===== src/rtl/onn_phase_readout.sv =====
// rtl/onn_phase_readout.sv - ONN phase binarisation, stability detection and convergence/timeout readout (optional PHASE_TOL_EN)
module onn_phase_readout #(
    parameter int N          = 15,
    parameter int PW         = 4,
    parameter int STABLE_CNT = 8,
    parameter int TIMEOUT    = 200
) (
    input  logic              clk,
    input  logic              rst,
    input  logic              start,
    input  logic              full_tick,
    input  logic [N*PW-1:0]   phi_in,
    output logic              busy,
    output logic              done,
    output logic              converged,
    output logic              timed_out,
    output logic [N-1:0]      pattern,
    output logic [7:0]        period_cnt
);

    typedef enum logic [1:0] {IDLE, RUN, DONE} state_t;

    localparam logic [PW-1:0] Q1 = PW'(2 ** (PW - 2));
    localparam logic [PW-1:0] Q3 = PW'(3 * (2 ** (PW - 2)));

    state_t               state, state_nxt;
    logic [N-1:0][PW-1:0] rel;
    logic [N-1:0]         b_cur, b_prev;
    logic [3:0]           stab_cnt, stab_nxt;
    logic [7:0]           cnt_nxt;
    logic                 tol_ok, match, conv_hit, tmo_hit, sample, launch;

    assign sample = (state == RUN) && full_tick;
    assign launch = start && (state != RUN);

    // Relative phase of each lane against neuron 0, binarised to in/anti-phase
    always_comb begin
        rel   = '0;
        b_cur = '0;
        for (int i = 0; i < N; i++) begin
            rel[i]   = phi_in[i*PW +: PW] - phi_in[0 +: PW];
            b_cur[i] = (rel[i] >= Q1) && (rel[i] < Q3);
        end
        b_cur[0] = 1'b0;
    end

`ifdef PHASE_TOL_EN
    logic [N-1:0][PW-1:0] rel_prev;
    logic [PW-1:0]        step;

    // Every lane's relative phase must stay within one step of its last sample
    always_comb begin
        tol_ok = 1'b1;
        step   = '0;
        for (int i = 0; i < N; i++) begin
            step = rel[i] - rel_prev[i];
            if (!(step == '0 || step == PW'(1) || step == {PW{1'b1}}))
                tol_ok = 1'b0;
        end
    end

    // Relative phase history for the tolerance check
    always_ff @(posedge clk) begin
        if (rst)
            rel_prev <= '0;
        else if (sample)
            rel_prev <= rel;
    end
`else
    assign tol_ok = 1'b1;
`endif

    // Per-tick counter updates and the convergence/timeout decisions
    always_comb begin
        cnt_nxt  = (period_cnt == 8'hFF) ? period_cnt : period_cnt + 8'd1;
        match    = (b_cur == b_prev) && tol_ok;
        stab_nxt = (period_cnt == 8'd0 || !match) ? 4'd1 : stab_cnt + 4'd1;
        conv_hit = sample && (stab_nxt == 4'(STABLE_CNT));
        tmo_hit  = sample && !conv_hit && (cnt_nxt >= 8'(TIMEOUT));
    end

    // State register
    always_ff @(posedge clk) begin
        if (rst)
            state <= IDLE;
        else
            state <= state_nxt;
    end

    // Next-state logic; start is only honoured outside RUN
    always_comb begin
        state_nxt = state;
        case (state)
            IDLE:    if (start) state_nxt = RUN;
            RUN:     if (conv_hit || tmo_hit) state_nxt = DONE;
            DONE:    if (start) state_nxt = RUN;
            default: state_nxt = IDLE;
        endcase
    end

    // Registered outputs and run bookkeeping
    always_ff @(posedge clk) begin
        if (rst) begin
            busy       <= 1'b0;
            done       <= 1'b0;
            converged  <= 1'b0;
            timed_out  <= 1'b0;
            pattern    <= '0;
            period_cnt <= '0;
            stab_cnt   <= '0;
            b_prev     <= '0;
        end else begin
            busy <= (state_nxt == RUN);
            done <= 1'b0;
            if (launch) begin
                converged  <= 1'b0;
                timed_out  <= 1'b0;
                pattern    <= '0;
                period_cnt <= '0;
                stab_cnt   <= '0;
                b_prev     <= '0;
            end else if (sample) begin
                period_cnt <= cnt_nxt;
                stab_cnt   <= stab_nxt;
                b_prev     <= b_cur;
                if (conv_hit) begin
                    pattern   <= b_cur;
                    converged <= 1'b1;
                    done      <= 1'b1;
                end else if (tmo_hit) begin
                    pattern   <= b_cur;
                    timed_out <= 1'b1;
                    done      <= 1'b1;
                end
            end
        end
    end

endmodule

===== config.mk =====
export PLATFORM = sky130hd
export DESIGN_NAME = onn_phase_readout
export DESIGN_NICKNAME = d
export VERILOG_FILES = /design/src/rtl/onn_phase_readout.sv
export SDC_FILE = /design/constraint.sdc
export NUM_CORES = 1
export LEC_CHECK = 0
export ABC_AREA = 1
export CAP_MARGIN = 0
export CELL_PAD_IN_SITES_DETAIL_PLACEMENT = 2
export CELL_PAD_IN_SITES_GLOBAL_PLACEMENT = 2
export CORE_MARGIN = 10
export CORE_UTILIZATION = 23
export CTS_CLUSTER_DIAMETER = 120
export DETAILED_ROUTE_END_ITERATION = 8
export GPL_ROUTABILITY_DRIVEN = 0
export GPL_TIMING_DRIVEN = 1
export MAX_ROUTING_LAYER = met4
export PLACE_DENSITY_LB_ADDON = 0.1
export SYNTH_ARGS = -nofsm -noshare
export SYNTH_HDL_FRONTEND = slang
export SYNTH_SLANG_ARGS = --single-unit

===== constraint.sdc =====
create_clock -name clk -period 3.4 [get_ports clk]
set_input_delay 1.02 -clock clk [delete_from_list [all_inputs] [get_ports clk]]
set_output_delay 1.02 -clock clk [all_outputs]
set_load 0.03 [all_outputs]

; Yosys cells after proc, flatten, opt, wreduce, memory -nomap -nowiden
; Index checks and enable logic that the tools add are counted.
; Widths: inputs -> output; s select.
[totals]
regBits = 47
latchBits = 0
ramBits = 0
rom_bits = 0
inputBits = 64
out_inout_bits = 27
word_cells = 104
n_memories = 0
[op_classes]
n_addsub = 16
mul = 0
n_div = 0
magnitude_cmp = 29
eq_ne = 7
n_shift = 0
mux = 9
bitwise_logic = 2
n_reduce_logical = 32
[op_table]
columns = cell, n
row1 = $ge 4x3->1 const B, 14
row2 = $lt 4x4->1 const B, 14
row3 = $sub 4x4->4, 14
row4 = $mux 15, 2
row5 = $logic_and 1x1->1, 19
row6 = $eq 14x14->1, 1
row7 = $add 8x1->8 const B, 1
row8 = $eq 8x8->1 const B, 1
row9 = $ge 8x8->1 const B, 1
row10 = $logic_not 8->1, 1
row11 = $mux 8, 1
row12 = $add 4x1->4 const B, 1
row13 = $eq 2x1->1 const B, 2
row14 = $eq 4x4->1 const B, 1
row15 = $mux 2, 2
row16 = $mux 4, 1
row17 = $pmux 2 s2, 1
row18 = $reduce_and 2->1, 2
row19 = $reduce_or 2->1, 2
row20 = $reduce_and 3->1, 1
row21 = $reduce_or 3->1, 1
row22 = $eq 2x2->1 const B, 1
row23 = $logic_not 1->1, 2
row24 = $logic_not 2->1, 1
row25 = other kinds (5), 8

; Longest topological paths before layout
; Gate-level depths: netlist of run 1.
[depth]
depth_word = 16
mapped_depth = 23
ltp_nobuf = 22

; Worst setup path before layout of run 1
; No wires, ideal clock.
[synth_path]
path_kind = in2reg
from = in phi_in[2]
to = reg pattern[10]
setup_ns = 0.112
arrival_ns = 3.230
t_required_ns = 3.288
path_slack_ns = 0.058
cell_stages = 20
n_path_buf = 2
cell_sequence = inv_1 ha_1 a21oi_1 nand2_1 nand2_1 nand2_1 nand2_1 nand2_1 nand2_1 nand2_1 nor2_1 nand3_1 nor2_1 nand4_1 nand2_1 nand2_2 buf_6 buf_12 nor2_2 nor2_1
[synth_between]
elab_chain_len = 14
word_cells_on_any_way = 69
cone_classes = 14 x add/sub / 28 x order compare / 2 x eq/ne / 3 x mux / 22 x reduce/logical
[synth_lines]
columns = item, line_no
row1 = from (decl), 12  ; input logic [N*PW-1:0] phi_in,
row2 = $sub 4x4->4, 41  ; rel[i] = phi_in[i*PW +: PW] - phi_in[0 +: PW];
row3 = $ge 4x3->1 or $lt 4x4->1 (tied branches), 42  ; b_cur[i] = (rel[i] >= Q1) && (rel[i] < Q3);
row4 = $logic_and 1x1->1, 42
row5 = $eq 14x14->1, 76  ; match = (b_cur == b_prev) && tol_ok;
row6 = $logic_not 1->1, 77  ; stab_nxt = (period_cnt == 8'd0 || !match) ? 4'd1 : stab_cnt + 4'd1;
row7 = $logic_or 1x1->1, 77
row8 = $mux 4, 77
row9 = $eq 4x4->1, 78  ; conv_hit = sample && (stab_nxt == 4'(STABLE_CNT));
row10 = $logic_and 1x1->1, 78
row11 = $logic_not 1->1, 79  ; tmo_hit = sample && !conv_hit && (cnt_nxt >= 8'(TIMEOUT));
row12 = $logic_and 1x1->1 (2 in series), 79
row13 = $reduce_bool 2->1 (no source line), n/a
row14 = $reduce_and 2->1 (no source line), n/a
row15 = to (signal assigned), 127  ; pattern <= b_cur;
row16 = to (signal assigned), 131  ; pattern <= b_cur;
row17 = to (decl), 17  ; output logic [N-1:0] pattern,
; Several ways; a longest one is shown, not always the timed one. The select of a mux whose other input is x is not followed.
; A chain may end at the register's enable or synchronous reset.

; Worst setup path in the final report of run 1
[layout_path]
from = in phi_in[2]
to = reg pattern[1]
; Same word-level chain as after synthesis.

==> metrics.cfg, run 1 <==
[placed_design]
place_ws_ns=-0.701
placed_area_mm2=0.00542
dp_cells=1013
port_buffers=89
dp.final_hpwl_um=12800

[power]
p_per_area_mw_per_mm2=299
p_leak_nw=3.33
seqPwrFrac_pct=27.7
swShare_pct=35.3
power_frac_comb_pct=43.9
internal-power_w=0.00131
p_clk_share_pct=28.4
ir_drop_mv=0.227
p_switching_w=0.000717

[sta]
holdWs_ns=0.458
finalHoldViolCount=0
max_slew_margin_pct=55.9
finClkSkew_ns=0.00849
maxSlewViolCount=0
rsz0062_at_grt=yes
post-route-min-period_ns=3.28
setup_slack_ns=0.119
fmax_mhz=305
final-setup-viol-count=0
period_share_pct=96.5
tightest_slew_ns=0.656

[global_route]
grt_util_all_layers_pct=15.1
grt_util_met2_pct=28.8
grt_use_met1_pct=16.7
grt_max_degree=28
overflow=0
grt_pass1_wl_um=27200
antenna_found_initial=0
busiest_layer=met2
grt_pass1_vias=5529
grt_util_met3_pct=2.03

[synth]
synthTopCellsByCount=nand2_1 (225), inv_1 (120), nand3_1 (52)
synth_ff_type=dfxtp_1
syn_nets=764
synthArstFlopShare_pct=0
synth_top_area_share_pct=23.4
synth_cells=669
syn_avg_cell_area_um2=5.89
yosysSeqAreaShare_pct=23.4
yosysUniqueCellTypes=36
yosysMostFrequentCell=nand2_1
synthTopCellsByArea=dfxtp_1 (23%), nand2_1 (21%), inv_1 (11%)
synth-edff-count=0
yosysWarnings=0
ys_ff_latch=46
yosys.area.top_type=dfxtp_1
synth_area_mm2=0.00394

[critical_path]
critPathLaunch=phi_in[2]
cp-start-kind=input port
required_ns=3.63
end_kind=register
r2r_start=period_cnt[0]
critical_path_arrival_ns=3.51
critPathMaxFanout=7
criticalPathCategory=in -> reg

[finish]
final_cells=1051
fin_area_mm2=0.00679
area.growth.synth_to_final_pct=72.4
fin_util_pct=40.7
nNetsFinal=925
n_antenna_cell=0
fillers=1943
layout-drive-gt1-share_pct=31.8

[floorplan]
io-pin-count=91
die_w_um=151
num_rows=47
start_util_pct=23.6
dieHeight_um=151
fp.coreArea_mm2=0.0167
die-area_mm2=0.0228

[route]
routedWlPerCell_um=16.5
dr.pass1.iters=4
vias=4866
drc=0
dr.first_iter.drc_count=134
vias_per_cell=4.63
antenna_left=0
drt_wl_total_um=17300

[cts]
clock_latency_ns=0.30
clock-sinks=46
cts_tree=built
htreeDepth=2
cts-root-buf=clkbuf_16
clk_pin_slew_worst_paths_ns=0.07
cts-hold-fix-buffers=0
ctsLongestPathBuffers=2
cts_buffers=5

[run_status]
status=finished clean

[worst_hold_path]
min_path_type=reg -> reg
hold_start=converged

[run]
maxCapViolations=0

==> repair_timing <==
| action | in CTS | in global routing |
|---|---|---|
| endpoints found under the setup margin | 23 | 21 |
| pin swaps | 37 | 64 |
| buffers inserted | 24 | 5 |
| gates cloned | 5 | 0 |
| endpoints found under the hold margin | 0 | 0 |
| resized for setup | 81 | 151 |
==> placed cells by master, fill, tap and decap left out, types with 3 or more instances in the layout <==
cell             synthesis  final
inv_1                  120    114
ha_4                     0     25
o21ai_2                  1      3
clkdlybuf4s50_1          0     66
nor2_4                   0     13
a21oi_1                 46     37
nand2_2                  4     70
a21oi_2                  1      5
nand2_1                225    156
a21oi_4                  0      5
nor2_1                  49     33
buf_12                   2      5
buf_6                    2      8
clkbuf_16                0      5
nand3_4                  0      4
nor2_2                  15     18
buf_4                    2     62
nand3_1                 52     34
nand2_4                  0      3
nand3_2                  2     16
o21ai_0                 25     21
dlygate4sd2_1            0      4
nand3b_1                 5      5
xor2_1                   5      4
inv_4                    1      4
ha_1                    31      6
inv_2                    1      4
nand4_1                  6      6
o21ai_1                  3      3
dfxtp_1                 46     46
dlymetal6s2s_1           0     16
==> logic make-up after synthesis <==
logic type | Yosys count | share of synthesized area [%]
AND/OR/NAND/NOR | 361 | 38.6
buffers and inverters | 136 | 14.4
AO/OA/AOI/OAI | 86 | 11.7
flip-flops | 46 | 23.4
adder cells (fa/ha/maj) | 31 | 9.84
XOR/XNOR | 8 | 1.97
other | 1 | 0.0952
==> stage by stage <==
stage	setup TNS, ns	power, W
after global routing	-0.231	0.00217
after CTS	0	0.00191
after global placement	-11.18	0.00121
after detailed placement	-13.67	0.00124
final	0	0.00203
after floorplan	0	0.000927
==> worst paths after layout <==
check	end	slack [ns]	cells past startpoint
hold reg to reg	converged	0.46	2
setup reg to reg	pattern[1]	0.77	15
hold / removal	converged	0.46	2
setup / recovery	pattern[1]	0.12	25
==> routing by layer <==
| layer | part of all wire [%] | up-vias |
|---|---|---|
| met5 | 0 | - |
| met4 | 0.53 | 0 |
| met3 | 2.3 | 7 |
| met2 | 55 | 64 |
| met1 | 42 | 2383 |
| li1 | - | 2412 |
==> cell type report <==
class,count,area [um2],area share (%)
clock inverter,2,37.5,0.553
clock buffer,6,129,1.90
sequential,46,921,13.6
tap,220,275,4.05
multi-input combinational,487,3290,48.5
inverter,122,468,6.89
timing repair buffer,168,1670,24.6
==> power groups by stage <==
stage	registers (W)	clock network, W	logic [W]
floorplan	0.000578	0	0.000349
global placement	0.000573	0	0.000637
detailed placement	0.000574	0	0.000666
CTS	0.000562	0.000581	0.000768
global route	0.000564	0.000617	0.000993
finish	0.000562	0.000575	0.000890
==> sequential cells by signal (all words and copies together), names as in the netlist <==
name,cells
b_prev,14
stab_cnt,4
converged,1
period_cnt,8
state,2
busy,1
pattern,14
timed_out,1
done,1
==> worst max-delay path, stage by stage <==
cell and delay (ns):
buf_2 0.10, inv_4 0.05, buf_12 0.14, buf_8 0.13
ha_4 0.26, inv_2 0.03, nand2_2 0.07, nand3_2 0.08
nand2_2 0.08, inv_1 0.05, nand2_2 0.08, nand2_2 0.07
nand2_2 0.06, nand2_1 0.06, nor2_2 0.11, nand3_2 0.11
nor2_4 0.13, nand3_4 0.10, nor2_4 0.13, nand3_4 0.09
nand2_4 0.12, buf_6 0.14, buf_16 0.15, nor2_4 0.03
nor2_1 0.11
Note: power is estimated with default switching activity, not from simulation.
==> run 2: changes to the inputs <==
- CTS_CLUSTER_SIZE: not set -> 25
- GPL_TIMING_DRIVEN: 1 -> not set
==> results of run 2 <==
The final DEF is identical to that of run 1; final timing and power are the same.
